<file path="src/rtl/uart_tx_sched_pkg.sv">
// Shared types and helpers for the UART transmit scheduler.
// Frame states, data-width encoding, divider floor and parity helpers.
package uart_tx_sched_pkg;

  typedef enum logic [2:0] {
    IDLE,
    START,
    DATA,
    PARITY,
    STOP1,
    STOP2
  } uart_tx_state_e;

  typedef enum logic [1:0] {
    DB_5 = 2'd0,
    DB_6 = 2'd1,
    DB_7 = 2'd2,
    DB_8 = 2'd3
  } data_bits_e;

  localparam int MIN_DIV = 2;

  typedef struct packed {
    data_bits_e data_bits;
    logic       par_en;
    logic       par_odd;
    logic       two_stop;
  } frame_cfg_t;

  function automatic logic [3:0] data_bits_count(data_bits_e enc);
    case (enc)
      DB_5:    return 4'd5;
      DB_6:    return 4'd6;
      DB_7:    return 4'd7;
      default: return 4'd8;
    endcase
  endfunction

  function automatic logic [7:0] data_mask(data_bits_e enc);
    case (enc)
      DB_5:    return 8'h1F;
      DB_6:    return 8'h3F;
      DB_7:    return 8'h7F;
      default: return 8'hFF;
    endcase
  endfunction

  // Only the active data bits contribute; odd parity inverts the XOR.
  function automatic logic calc_parity(logic [7:0] byte_val, data_bits_e enc, logic odd);
    return (^(byte_val & data_mask(enc))) ^ odd;
  endfunction

endpackage

</file>
<file path="src/rtl/uart_tx_sched_if.sv">
// Requester-side byte handshake bundle: per-requester valid and byte in, one-hot ready back.
// The requester holds valid and data stable until it sees its ready bit.
interface uart_tx_sched_if #(
  parameter int NUM_REQ = 4
);

  logic [NUM_REQ-1:0]   req_valid_i;
  logic [NUM_REQ*8-1:0] req_data_i;
  logic [NUM_REQ-1:0]   req_ready_o;

  modport master (
    output req_valid_i,
    output req_data_i,
    input  req_ready_o
  );

  modport slave (
    input  req_valid_i,
    input  req_data_i,
    output req_ready_o
  );

endinterface

</file>
<file path="src/rtl/rr_arbiter.sv">
// Combinational round-robin pick: first set request after the last pointer, wrapping.
// Zero latency; grant is empty when disabled or when nothing requests.
module rr_arbiter #(
  parameter int NUM_REQ = 4
) (
  input  logic [NUM_REQ-1:0]         req,
  input  logic [$clog2(NUM_REQ)-1:0] last,
  input  logic                       en,
  output logic [NUM_REQ-1:0]         gnt,
  output logic [$clog2(NUM_REQ)-1:0] idx
);

  localparam int IDX_W = $clog2(NUM_REQ);

  logic found;
  int   cand;

  always_comb begin
    gnt   = '0;
    idx   = '0;
    found = 1'b0;
    cand  = 0;
    for (int i = 1; i <= NUM_REQ; i++) begin
      cand = int'(last) + i;
      if (cand >= NUM_REQ) begin
        cand = cand - NUM_REQ;
      end
      if (en && !found && req[cand[IDX_W-1:0]]) begin
        found                  = 1'b1;
        gnt[cand[IDX_W-1:0]]   = 1'b1;
        idx                    = cand[IDX_W-1:0];
      end
    end
  end

endmodule

</file>
<file path="src/rtl/uart_tx_sched.sv">
// Round-robin UART TX scheduler; parity bit compiled in only with UART_TX_SCHED_PARITY_EN.
// tx_o starts one cycle after acceptance; requesters are held off (ready low) for the whole frame.
module uart_tx_sched
  import uart_tx_sched_pkg::*;
#(
  parameter int NUM_REQ = 4,
  parameter int DIV_W   = 16
) (
  input  logic                       clk_i,
  input  logic                       rst_ni,
  uart_tx_sched_if.slave             req,
  input  logic [DIV_W-1:0]           clk_div_i,
  input  logic [1:0]                 data_bits_i,
  input  logic                       parity_en_i,
  input  logic                       parity_type_i,
  input  logic                       second_stop_i,
  output logic                       tx_o,
  output logic                       busy_o,
  output logic [$clog2(NUM_REQ)-1:0] grant_idx_o,
  output logic                       frame_done_o
);

  localparam int IDX_W = $clog2(NUM_REQ);

  uart_tx_state_e   state_q, state_d;
  frame_cfg_t       cfg_q, cfg_in;
  logic [DIV_W-1:0] div_q, cnt_q, eff_div;
  logic [7:0]       shreg_q, sel_byte;
  logic [2:0]       bit_idx_q;
  logic [3:0]       last_bit;
  logic             par_q;
  logic [IDX_W-1:0] last_q, grant_q, gnt_idx;
  logic [NUM_REQ-1:0] gnt;
  logic [7:0]       req_bytes [NUM_REQ];
  logic             arb_en, accept, bit_end, last_data;
  logic             tx_d, busy_d, done_d;
  logic             tx_q, busy_q, done_q;

  for (genvar g = 0; g < NUM_REQ; g++) begin : g_bytes
    assign req_bytes[g] = req.req_data_i[g*8 +: 8];
  end

  assign arb_en = rst_ni && (state_q == IDLE);

  rr_arbiter #(.NUM_REQ(NUM_REQ)) u_arb (
    .req  (req.req_valid_i),
    .last (last_q),
    .en   (arb_en),
    .gnt  (gnt),
    .idx  (gnt_idx)
  );

  assign req.req_ready_o = gnt;
  assign accept          = |gnt;
  assign sel_byte        = req_bytes[gnt_idx];
  assign eff_div         = (clk_div_i < DIV_W'(MIN_DIV)) ? DIV_W'(MIN_DIV) : clk_div_i;
  assign bit_end         = (cnt_q == '0);
  assign last_bit        = data_bits_count(cfg_q.data_bits) - 4'd1;
  assign last_data       = (bit_idx_q == last_bit[2:0]);

  always_comb begin
    cfg_in           = '0;
    cfg_in.data_bits = data_bits_e'(data_bits_i);
    cfg_in.two_stop  = second_stop_i;
`ifdef UART_TX_SCHED_PARITY_EN
    cfg_in.par_en    = parity_en_i;
    cfg_in.par_odd   = parity_type_i;
`else
    cfg_in.par_en    = 1'b0;
    cfg_in.par_odd   = 1'b0;
`endif
  end

`ifndef UART_TX_SCHED_PARITY_EN
  // Parity ports stay on the boundary so both builds share one pinout.
  logic unused_parity;
  assign unused_parity = parity_en_i ^ parity_type_i;
`endif

  always_comb begin
    state_d = state_q;
    tx_d    = 1'b1;
    busy_d  = (state_q != IDLE);
    done_d  = 1'b0;
    case (state_q)
      IDLE: begin
        if (accept) state_d = START;
      end
      START: begin
        tx_d = 1'b0;
        if (bit_end) state_d = DATA;
      end
      DATA: begin
        tx_d = shreg_q[0];
        if (bit_end && last_data) state_d = cfg_q.par_en ? PARITY : STOP1;
      end
      PARITY: begin
        tx_d = par_q;
        if (bit_end) state_d = STOP1;
      end
      STOP1: begin
        if (bit_end) begin
          if (cfg_q.two_stop) begin
            state_d = STOP2;
          end else begin
            state_d = IDLE;
            done_d  = 1'b1;
          end
        end
      end
      STOP2: begin
        if (bit_end) begin
          state_d = IDLE;
          done_d  = 1'b1;
        end
      end
      default: state_d = IDLE;
    endcase
  end

  // Line outputs are registered, so they trail the state register by one cycle.
  always_ff @(posedge clk_i) begin
    if (!rst_ni) begin
      state_q   <= IDLE;
      tx_q      <= 1'b1;
      busy_q    <= 1'b0;
      done_q    <= 1'b0;
      last_q    <= IDX_W'(NUM_REQ - 1);
      grant_q   <= '0;
      cfg_q     <= '0;
      div_q     <= DIV_W'(MIN_DIV);
      cnt_q     <= '0;
      shreg_q   <= '0;
      bit_idx_q <= '0;
      par_q     <= 1'b0;
    end else begin
      state_q <= state_d;
      tx_q    <= tx_d;
      busy_q  <= busy_d;
      done_q  <= done_d;
      if (accept) begin
        last_q    <= gnt_idx;
        grant_q   <= gnt_idx;
        cfg_q     <= cfg_in;
        div_q     <= eff_div;
        cnt_q     <= eff_div - DIV_W'(1);
        shreg_q   <= sel_byte;
        bit_idx_q <= '0;
        par_q     <= calc_parity(sel_byte, cfg_in.data_bits, cfg_in.par_odd);
      end else if (state_q != IDLE) begin
        if (bit_end) begin
          cnt_q <= div_q - DIV_W'(1);
          if (state_q == DATA) begin
            shreg_q   <= shreg_q >> 1;
            bit_idx_q <= bit_idx_q + 3'd1;
          end
        end else begin
          cnt_q <= cnt_q - DIV_W'(1);
        end
      end
    end
  end

  assign tx_o         = tx_q;
  assign busy_o       = busy_q;
  assign frame_done_o = done_q;
  assign grant_idx_o  = grant_q;

endmodule
</file>
<file path="src/flat_wrapper.sv">
// flat-port wrapper written by rule: the top's interface ports become plain ports
module uart_tx_sched_flat import uart_tx_sched_pkg::*;
#(
  parameter int NUM_REQ = 4,
  parameter int DIV_W   = 16
)
  (clk_i, rst_ni, clk_div_i, data_bits_i, parity_en_i, parity_type_i, second_stop_i, tx_o, busy_o, grant_idx_o, frame_done_o, req_req_valid_i, req_req_data_i, req_req_ready_o);
  uart_tx_sched_if #(.NUM_REQ(NUM_REQ)) req_i ();
  input  logic clk_i;
  input  logic rst_ni;
  input  logic [DIV_W-1:0] clk_div_i;
  input  logic [1:0] data_bits_i;
  input  logic parity_en_i;
  input  logic parity_type_i;
  input  logic second_stop_i;
  output logic tx_o;
  output logic busy_o;
  output logic [$clog2(NUM_REQ)-1:0] grant_idx_o;
  output logic frame_done_o;
  input wire logic [$bits(req_i.req_valid_i)-1:0] req_req_valid_i;
  input wire logic [$bits(req_i.req_data_i)-1:0] req_req_data_i;
  output wire logic [$bits(req_i.req_ready_o)-1:0] req_req_ready_o;
  assign req_i.req_valid_i = req_req_valid_i;
  assign req_i.req_data_i = req_req_data_i;
  assign req_req_ready_o = req_i.req_ready_o;
  uart_tx_sched #(.NUM_REQ(NUM_REQ), .DIV_W(DIV_W)) u_core (.clk_i(clk_i), .rst_ni(rst_ni), .req(req_i), .clk_div_i(clk_div_i), .data_bits_i(data_bits_i), .parity_en_i(parity_en_i), .parity_type_i(parity_type_i), .second_stop_i(second_stop_i), .tx_o(tx_o), .busy_o(busy_o), .grant_idx_o(grant_idx_o), .frame_done_o(frame_done_o));
endmodule
</file>
<file path="config.mk">
export PLATFORM = sky130hd
export DESIGN_NAME = uart_tx_sched_flat
export DESIGN_NICKNAME = d
export VERILOG_FILES = /design/src/rtl/uart_tx_sched_pkg.sv /design/src/rtl/uart_tx_sched_if.sv /design/src/rtl/rr_arbiter.sv /design/src/rtl/uart_tx_sched.sv /design/src/flat_wrapper.sv
export SDC_FILE = /design/constraint.sdc
export NUM_CORES = 1
export LEC_CHECK = 0
export BUFFER_PORTS_ARGS = -buffer_cell sky130_fd_sc_hd__buf_2
export CELL_PAD_IN_SITES_DETAIL_PLACEMENT = 1
export CELL_PAD_IN_SITES_GLOBAL_PLACEMENT = 1
export CORE_ASPECT_RATIO = 0.5
export CORE_MARGIN = 4
export CORE_UTILIZATION = 42
export CTS_CLUSTER_DIAMETER = 200
export DETAILED_ROUTE_END_ITERATION = 10
export GPL_TIMING_DRIVEN = 0
export PLACE_DENSITY_LB_ADDON = 0.12
export SLEW_MARGIN = 40
export SYNTH_ARGS = -nofsm -noshare
export SYNTH_HDL_FRONTEND = slang
export SYNTH_SLANG_ARGS = --single-unit
</file>
<file path="constraint.sdc">
create_clock -name clk_i -period 5.95 [get_ports clk_i]
set_input_delay 1.19 -clock clk_i [delete_from_list [all_inputs] [get_ports clk_i]]
set_output_delay 1.19 -clock clk_i [all_outputs]
set_load 0.05 [all_outputs]
</file>
==> run_results.csv <==
group,metric,value,unit
global_route,grt_max_degree,11,
drt,dr_wl_met3,772,um
die,dieHeight,77.0,um
yosys,synth_seq_cells,57,
sta,post-route-period-util,90.6,%
drt,ant_nets,0,
cts,cts_buffers,9,
sta,maxSlewHeadroom,42.9,%
drt,route.detailed.drc,0,
global_route,grt_pass1_vias,4239,
sta,hold_ws,0.446,ns
drt,wl,13000,um
sta,skew,0.00490,ns
placed_design,portBuffers,65,
placed_design,place_congestion,0.896,
cells_and_area,drive_gt1_share,20.4,%
cts,cts_htree_levels,3,
power_and_ir_drop,leakage,2.12,nW
yosys,synth.most_common_cell,"nand2_1",
cells_and_area,multi_input_area,2650,um2
worst_setup_path,worstPathRequired,6.18,ns
global_route,grt_antenna_before_repair,0,
placed_design,hpwlAfterDp,9900,um
drt,top_layer,"met4",
power_and_ir_drop,ir_drop,0.240,mV
sta,fmax,185,MHz
sta,hold_violations,0,
sta,rsz0062_at_grt,"false",
cells_and_area,seq_area,1140,um2
yosys,synth_area,4000,um2
global_route,grt_pass1_wl,21300,um
die,ios,68,
worst_setup_path,path_class,"reg2reg",
drt,dr.pass1.iters,4,
worst_setup_path,start_kind,"register",
die,dieArea,11200,um2
cts,path_clk_slew,0.05,ns
drt,wl_per_cell,18.6,um
cells_and_area,layout.nets,642,
cells_and_area,synthToLayoutAreaGrowth,19.2,%
sta,slew_violations,0,
worst_setup_path,end_kind,"register",
drt,num_vias,4074,
yosys,synthTopCellsByCount,"nand2_1, dfxtp_1, nor2_1, mux2i_1, a21oi_1",
yosys,synth_area_leader_cell,"dfxtp_1",
worst_setup_path,arrival,5.62,ns
cts,clk_path_buf_depth,2,
sta,setup_viol,0,
cts,clock-root-buffer,"clkbuf_16",
yosys,syn_avg_cell_area,8.05,um2
sta,finalSetupTns,0,ns
die,start_util,44.5,%
die,row_count,24,
yosys,synth.top_cell.area_share,28.6,%
run_status,outcome,"complete, no violations",
sta,tightest_slew,0.849,ns
yosys,synth-edff-count,0,
cts,cts_hold_buffers,0,
cells_and_area,num_antenna_cells,0,
yosys,yosys_warnings,0,
drt,dr_wl_met2,6160,um
cells_and_area,fillCellCount,1134,
die,fp.dieW,146,um
cts,clock-sinks,57,
sta,post-route-min-period,5.39,ns
yosys,synthFlopType,"dfxtp_1",
worst_setup_path,critPathMaxFanout,10,
job,cap_violations,0,
power_and_ir_drop,power_density,588,nW/um2
yosys,synthesis.nets,564,
yosys,synth.distinct_cells,62,
worst_hold_path,min_path_type,"reg2reg",
drt,wl_met1,5950,um
drt,drtIter0Drc,202,
cts,insertion_delay,0.33,ns
cts,cts_tree,"done",
global_route,grt-ovfl-total,0,
yosys,synthArstFlopShare,0,%
yosys,ys_top_cells_by_area,"dfxtp_1, mux2i_1, nand2_1",
yosys,synthCells,496,
yosys,synth_seq_area_share,28.6,%
die,coreArea,8980,um2
global_route,grtUsageTotal,23.5,%
drt,post_drt_via_cell_ratio,5.85,
[flip-flops by register name, summed over array words and instances, names as in the netlist, 2 cells and up]
name and flops:
u_core.cnt_q 16, u_core.cfg_q 3, u_core.state_q 3, u_core.bit_idx_q 3, u_core.grant_idx_o 2, u_core.last_q 2, u_core.shreg_q 8, u_core.div_q 16
[worst paths after layout]
| kind | from | to | slack (ns) | cells after the start |
|---|---|---|---|---|
| max | u_core.last_q[1] | u_core.cnt_q[10] | 0.56 | 22 |
| min | u_core.grant_idx_o[1] | u_core.grant_idx_o[1] | 0.45 | 2 |
| min reg2reg | u_core.grant_idx_o[1] | u_core.grant_idx_o[1] | 0.45 | 2 |
| max reg2reg | u_core.last_q[1] | u_core.cnt_q[10] | 0.56 | 22 |
[power by group]
part / internal, mW / switching [mW] / total, mW
Sequential: 0.520 / 0.101 / 0.621
Combinational: 0.636 / 1.07 / 1.70
Clock: 0.302 / 0.172 / 0.474
Total: 1.46 / 1.34 / 2.80
[critical path, stage by stage (launching register included)]
cell and delay (ns):
dfxtp_1 0.39, buf_2 0.21, inv_1 0.17, ha_1 0.34, buf_2 0.21, mux4_2 0.44
nand2_1 0.13, a21oi_1 0.11, or3_1 0.48, nor2_4 0.19, buf_4 0.23, buf_2 0.28
buf_2 0.29, nand2_1 0.08, nand2_1 0.07, ha_1 0.21, inv_1 0.09, a2111oi_1 0.32
nand3_1 0.15, o21a_1 0.21, a2111oi_1 0.39, o211ai_1 0.13, o211a_1 0.15
[cells by family after synthesis]
| group | Yosys count | share of synthesized area, % |
|---|---|---|
| simple gates | 169 | 20.2 |
| xor+xnor | 28 | 6.14 |
| compound gates | 138 | 22.9 |
| fa+ha+maj | 9 | 2.82 |
| buf+inv | 44 | 5.20 |
| flops | 57 | 28.6 |
| mux | 51 | 14.3 |
[through the flow]
stage / cell area (um2) / instances / setup slack, ns / total power [mW] / utilization, %
2_1_floorplan: 4000 / 496 / 1.13 / 1.83 / -
3_3_place_gp: 4470 / 678 / 0.0974 / 2.24 / 49.7
3_5_place_dp: 4470 / 678 / 0.0961 / 2.28 / 49.7
4_1_cts: 4740 / 694 / 0.412 / 2.77 / 52.8
5_1_grt: 4760 / 696 / 0.0887 / 3.02 / 53.0
6_report: 4760 / 696 / 0.558 / 2.80 / 53.0
[per-layer routing]
metal	vias to the layer above	track usage, %
met4	0	6.34
li1	1954	-
met5	-	0
met3	9	5.42
met2	109	39.6
met1	2002	30.4
[area by class of cell]
class / instances / area share (%)
multi-input cells: 395 / 55.6
repair buffers: 67 / 7.15
flip-flops and latches: 57 / 24.0
plain buffers: 34 / 3.60
clock buffers: 13 / 5.47
clock inverters: 3 / 0.315
well taps: 117 / 3.07
inverters: 10 / 0.788
[what timing repair did]
item | CTS | global route
setup buffers | 0 | 2
endpoints found under the setup margin | 0 | 1
resized for setup | 0 | 3
[layout by cell type, fill, tap and decap left out, types with 7 or more instances in the layout]
master and count:
a211oi_1 15, a21o_1 8, a21oi_1 39, buf_2 75
clkbuf_1 18, clkbuf_16 9, dfxtp_1 57, ha_1 9
inv_1 9, mux2_2 7, mux2i_1 40, nand2_1 63
nand3_1 15, nor2_1 41, nor3_1 8, o21ai_0 33
or3_1 9, xnor2_1 15, xor2_1 13
Power figures use the tool's default switching activity.
